<file path="src/rtl/fifo_param.sv">
// Parametrised synchronous FIFO with registered read data, occupancy count and full/empty/almost flags.
// Optional sticky overflow/underflow outputs are built when FIFO_ERROR_FLAGS_EN is defined.
module fifo_param #(
   parameter int DATA_WIDTH      = 12,
   parameter int ADDR_WIDTH      = 8,
   parameter int ALMOST_FULL_TH  = 3,
   parameter int ALMOST_EMPTY_TH = 3
) (
   input  logic                  clk,
   input  logic                  reset,
   input  logic                  write_enable,
   input  logic [DATA_WIDTH-1:0] FIFO_data_in,
   input  logic                  read_enable,
   output logic [DATA_WIDTH-1:0] FIFO_data_out,
   output logic                  FIFO_valid,
   output logic                  FIFO_full,
   output logic                  FIFO_empty,
   output logic                  FIFO_almost_full,
   output logic                  FIFO_almost_empty,
`ifdef FIFO_ERROR_FLAGS_EN
   output logic                  FIFO_overflow,
   output logic                  FIFO_underflow,
`endif
   output logic [ADDR_WIDTH:0]   FIFO_count
);

   localparam int                DEPTH   = 1 << ADDR_WIDTH;
   localparam int                CW      = ADDR_WIDTH + 1;
   localparam logic [CW-1:0]     DEPTH_C = CW'(DEPTH);
   localparam logic [31:0]       AF_TH   = 32'(ALMOST_FULL_TH);
   localparam logic [31:0]       AE_TH   = 32'(ALMOST_EMPTY_TH);
   localparam logic              AF_RST  = (ALMOST_FULL_TH >= DEPTH) ? 1'b1 : 1'b0;

   logic [DATA_WIDTH-1:0] r_mem [DEPTH];
   logic [ADDR_WIDTH-1:0] r_wr_ptr;
   logic [ADDR_WIDTH-1:0] r_rd_ptr;
   logic [CW-1:0]         r_count;
   logic [DATA_WIDTH-1:0] r_data_out;
   logic                  r_valid;
   logic                  r_full;
   logic                  r_empty;
   logic                  r_almost_full;
   logic                  r_almost_empty;

   logic                  w_rd_accept;
   logic                  w_wr_accept;
   logic [CW-1:0]         w_count_nxt;
   logic [CW-1:0]         w_free_nxt;
   logic                  w_full_nxt;
   logic                  w_empty_nxt;
   logic                  w_almost_full_nxt;
   logic                  w_almost_empty_nxt;

   // A read frees a slot in the same cycle, so a full FIFO can still accept a write alongside it.
   assign w_rd_accept = read_enable & ~r_empty;
   assign w_wr_accept = write_enable & (~r_full | w_rd_accept);

   always_comb begin
      w_count_nxt = r_count;
      case ({w_wr_accept, w_rd_accept})
         2'b10:   w_count_nxt = r_count + CW'(1);
         2'b01:   w_count_nxt = r_count - CW'(1);
         default: w_count_nxt = r_count;
      endcase
   end

   always_comb begin
      w_free_nxt         = DEPTH_C - w_count_nxt;
      w_full_nxt         = (w_count_nxt == DEPTH_C);
      w_empty_nxt        = (w_count_nxt == CW'(0));
      w_almost_full_nxt  = (32'(w_free_nxt) <= AF_TH);
      w_almost_empty_nxt = (32'(w_count_nxt) <= AE_TH);
   end

   // Storage is deliberately left uncleared by reset.
   always_ff @(posedge clk) begin
      if (w_wr_accept && !reset) begin
         r_mem[r_wr_ptr] <= FIFO_data_in;
      end
   end

   always_ff @(posedge clk) begin
      if (reset) begin
         r_wr_ptr       <= '0;
         r_rd_ptr       <= '0;
         r_count        <= '0;
         r_data_out     <= '0;
         r_valid        <= 1'b0;
         r_full         <= 1'b0;
         r_empty        <= 1'b1;
         r_almost_full  <= AF_RST;
         r_almost_empty <= 1'b1;
      end else begin
         if (w_wr_accept) begin
            r_wr_ptr <= r_wr_ptr + ADDR_WIDTH'(1);
         end
         if (w_rd_accept) begin
            r_rd_ptr   <= r_rd_ptr + ADDR_WIDTH'(1);
            r_data_out <= r_mem[r_rd_ptr];
         end
         r_valid        <= w_rd_accept;
         r_count        <= w_count_nxt;
         r_full         <= w_full_nxt;
         r_empty        <= w_empty_nxt;
         r_almost_full  <= w_almost_full_nxt;
         r_almost_empty <= w_almost_empty_nxt;
      end
   end

`ifdef FIFO_ERROR_FLAGS_EN
   logic r_overflow;
   logic r_underflow;

   // Sticky error indications, cleared only by reset.
   always_ff @(posedge clk) begin
      if (reset) begin
         r_overflow  <= 1'b0;
         r_underflow <= 1'b0;
      end else begin
         if (write_enable && !w_wr_accept) begin
            r_overflow <= 1'b1;
         end
         if (read_enable && r_empty) begin
            r_underflow <= 1'b1;
         end
      end
   end

   assign FIFO_overflow  = r_overflow;
   assign FIFO_underflow = r_underflow;
`endif

   assign FIFO_data_out     = r_data_out;
   assign FIFO_valid        = r_valid;
   assign FIFO_full         = r_full;
   assign FIFO_empty        = r_empty;
   assign FIFO_almost_full  = r_almost_full;
   assign FIFO_almost_empty = r_almost_empty;
   assign FIFO_count        = r_count;

endmodule

</file>
<file path="config.mk">
export PLATFORM = sky130hd
export DESIGN_NAME = fifo_param
export DESIGN_NICKNAME = d
export VERILOG_FILES = /design/src/rtl/fifo_param.sv
export SDC_FILE = /design/constraint.sdc
export NUM_CORES = 2
export LEC_CHECK = 0
export BUFFER_PORTS_ARGS = -buffer_cell sky130_fd_sc_hd__clkbuf_2
export CORE_MARGIN = 2
export CORE_UTILIZATION = 50
export CTS_BUF_LIST = sky130_fd_sc_hd__clkbuf_4
export CTS_CLUSTER_DIAMETER = 60
export CTS_CLUSTER_SIZE = 24
export DETAILED_ROUTE_END_ITERATION = 7
export PLACE_DENSITY = 0.73
export SYNTH_ARGS = -nofsm -noshare
export SYNTH_HDL_FRONTEND = slang
export SYNTH_SLANG_ARGS = --single-unit
</file>
<file path="constraint.sdc">
create_clock -name clk -period 4.6 [get_ports clk]
set_clock_uncertainty 0.2 [all_clocks]
set_input_delay 0.23 -clock clk [delete_from_list [all_inputs] [get_ports clk]]
set_output_delay 0.23 -clock clk [all_outputs]
set_load 0.005 [all_outputs]
</file>
==> results_dict.tcl <==
set metrics [dict create \
    layout-drive-gt1-share_pct 27.7 \
    syn_inst 5492 \
    critical_path.slowest_cell "a2111oi_0" \
    htree_levels 4 \
    fillCellCount 17600 \
    pwr_density_cell_nw_per_um2 385 \
    initial_core_util_pct 50.2 \
    via_count 60800 \
    synth_top_family_by_area "multiplexers" \
    ys.flop_type "edfxtp_1" \
    synth_area_sq_um 121000 \
    fin_area_sq_um 131000 \
    leakagePower_nw 39.4 \
    crit_fanout 14 \
    gp_congestion 0.930 \
    core_area_sq_um 240000 \
    die_h_microns 495 \
    dp.cells 8859 \
    portBuffers 41 \
    hold_class "input pin to register" \
    syn_area_per_cell_sq_um 22.0 \
    maxSlewViolCount 0 \
    max_stage_delay_ns 1.10 \
    yosys.area_share.xor_xnor_pct 0.138 \
    crit_top_cell "buf_4" \
    worstSkewPairLatency_ns 1.46 \
    crit_required_ns 5.75 \
    violations "capacitance limit" \
    crit_path_start_kind "register" \
    synth_top_area_cell "edfxtp_1" \
    drt-pass1-iter-count 7 \
    critical_path_class "register to register" \
    status "finished with violations" \
    finalHoldViolCount 0 \
    setup_viol 0 \
    ant_nets 0 \
    vias_per_cell 6.59 \
    min_period_ns 4.51 \
    ys_top_cells_by_area "edfxtp_1, mux4_2, mux2i_1, nor2_1, dfxtp_1" \
    finalCritPeriodShare_pct 98.1 \
    finalNetCount 5926 \
    yosys.area_share.adder_pct 0.135 \
    worst_pin_slew_ns 1.48 \
    rsz0062_at_grt "no" \
    fmax_mhz 222 \
    maxCapViolations 1 \
    post_cts_buffers 0 \
    io_pins 42 \
    ys_seq_area_share_pct 77.1 \
    overflow 0 \
    synth-simple-area-share_pct 2.24 \
    fp.dieW_microns 495 \
    end_kind "register" \
    area_delta_synth_final_pct 8.30 \
    seqCellArea_sq_um 93100 \
    row_count 180 \
    crit_arrival_ns 5.66 \
    synth-seq-cells 3114 \
    drc_errors 0 \
    cts.sinks 3114 \
    wl_microns 319000 \
    cts_tree "built" \
    ir_drop_v 0.000246 \
    yosysMostFrequentCell "edfxtp_1" \
    place_area_sq_um 127000 \
    clk_pin_slew_worst_paths_ns 0.23 \
    synthMuxAreaShare_pct 16.3 \
    wl_per_cell_microns 34.5 \
    relSlewSlack_pct 1.21 \
    synth_cell_types 78 \
    first_global_vias 59100 \
    async_flop_share_pct 0 \
    crit_chain "buf_4 -> buf_4 -> mux4_2 -> mux4_2 -> nand2_1 -> a21oi_1 -> a2111oi_0 -> buf_4 -> o311ai_1" \
    root_buffer "clkbuf_4" \
    clockBufferDepth 3 \
    synth-edff-count 3072 \
    synth_top_area_share_pct 76.4 \
    grt_first_pass_wirelength_microns 447000 \
    multi_input_area_sq_um 25800 \
    antenna_found_initial 15 \
    syn_nets 5521 \
    synth_compound_area_share_pct 2.46 \
    hpwlAfterDp_microns 195000 \
    die_area_sq_um 245000 \
    first_iter_violations 9584 \
    cts_buffers 177 \
    yosys_warnings 0 \
    final_cells 9224 \
    grt_use_total_pct 25.9 \
    grt_max_degree 177 \
    yosys-top-cells-count "edfxtp_1, mux4_2, nor2_1" \
]
[area by class of cell]
cell class / count / area share (%)
inverter: 15 / 0.0469
antenna: 14 / 0.0268
timing repair buffer: 554 / 3.85
clock inverter: 110 / 0.952
clock buffer: 197 / 1.13
tap: 3185 / 3.05
sequential: 3114 / 71.2
multi-input combinational: 2035 / 19.7
[cell families (layout without fill, tap and decap cells)]
logic type,Yosys count,after routing
AO/OA/AOI/OAI,401,401
XOR/XNOR,19,19
adder cells (fa/ha/maj),13,13
buffers and inverters,343,876
flip-flops,3114,3114
multiplexers,979,979
other,0,14
AND/OR/NAND/NOR,623,623
[repair_timing]
action                                  4_1_cts  5_1_grt
hold buffers                                 44        0
endpoints found under the hold margin      3830        0
endpoints found under the setup margin        0        0
gates resized for setup                       0        0
[through the flow]
step / util (%) / hold WS, ns / power, W / setup TNS [ns] / setup slack (ns)
floorplan: - / 0.129 / 0.0370 / 0 / 0.723
global placement: 53.0 / 0.253 / 0.0391 / -0.393 / -0.213
detailed placement: 53.0 / 0.257 / 0.0392 / 0 / 0.255
CTS: 54.4 / 0.00308 / 0.0506 / 0 / 0.218
global route: 54.4 / 0.0552 / 0.0518 / 0 / 0.195
finish: 54.4 / 0.105 / 0.0504 / 0 / 0.0873
[worst paths after layout]
kind	startpoint	end	slack (ns)	cells past startpoint
worst max-delay path	r_rd_ptr[0]	FIFO_data_out[11]	0.09	9
worst min-delay path	reset	FIFO_data_out[11]	0.10	6
worst max register to register	r_rd_ptr[0]	FIFO_data_out[11]	0.09	9
worst min register to register	FIFO_data_out[3]	FIFO_data_out[3]	0.31	1
[where the power goes]
part	leakage [nW]	internal (W)	switching, W
clock	1.46	0.00298	0.00875
sequential	27.9	0.0312	0.000164
combinational	10.0	0.00343	0.00387
total	39.4	0.0376	0.0128
[layer usage]
metal | global-route usage, % | wire (microns) | vias to the layer above
li1 | - | - | 23900
met1 | 36.1 | 116000 | 32100
met2 | 39.2 | 147000 | 4187
met3 | 6.46 | 39400 | 619
met4 | 11.3 | 15500 | 2
met5 | 0 | 10 | -
[critical path, delay by kind of cell, from the launching register on]
kind | cells | cell delay (ns)
AOI/OAI and AO/OA | 3 | 1.25
muxes | 2 | 1.11
buffers and inverters | 3 | 0.92
DFF | 1 | 0.82
and+or+nand+nor | 1 | 0.09
[flip-flops by register name (all words and copies together), names as in the netlist]
| register | flops |
|---|---|
| r_rd_ptr | 8 |
| r_wr_ptr | 8 |
| FIFO_full | 1 |
| r_mem | 3072 |
| FIFO_almost_empty | 1 |
| FIFO_empty | 1 |
| FIFO_count | 9 |
| FIFO_data_out | 12 |
| FIFO_almost_full | 1 |
| FIFO_valid | 1 |
[layout by cell type, fill, tap and decap left out, types with 17 or more instances in the layout]
cell              n
buf_12           44
clkbuf_4        197
clkinvlp_4       17
edfxtp_1       3072
inv_6            18
a211oi_1         28
mux4_2          791
or2_2            18
o221ai_1         21
a22oi_1          39
a221oi_1         47
clkbuf_2         29
a21oi_1          61
o22ai_1          42
a22o_1           20
nor2_1          317
buf_4           424
nand2_1         137
mux2i_1         174
dlygate4sd3_1    32
dfxtp_1          35
o21ai_0          28
nand3_1          41
nor2b_1          31
No activity file was read; power rests on OpenSTA's default activity.
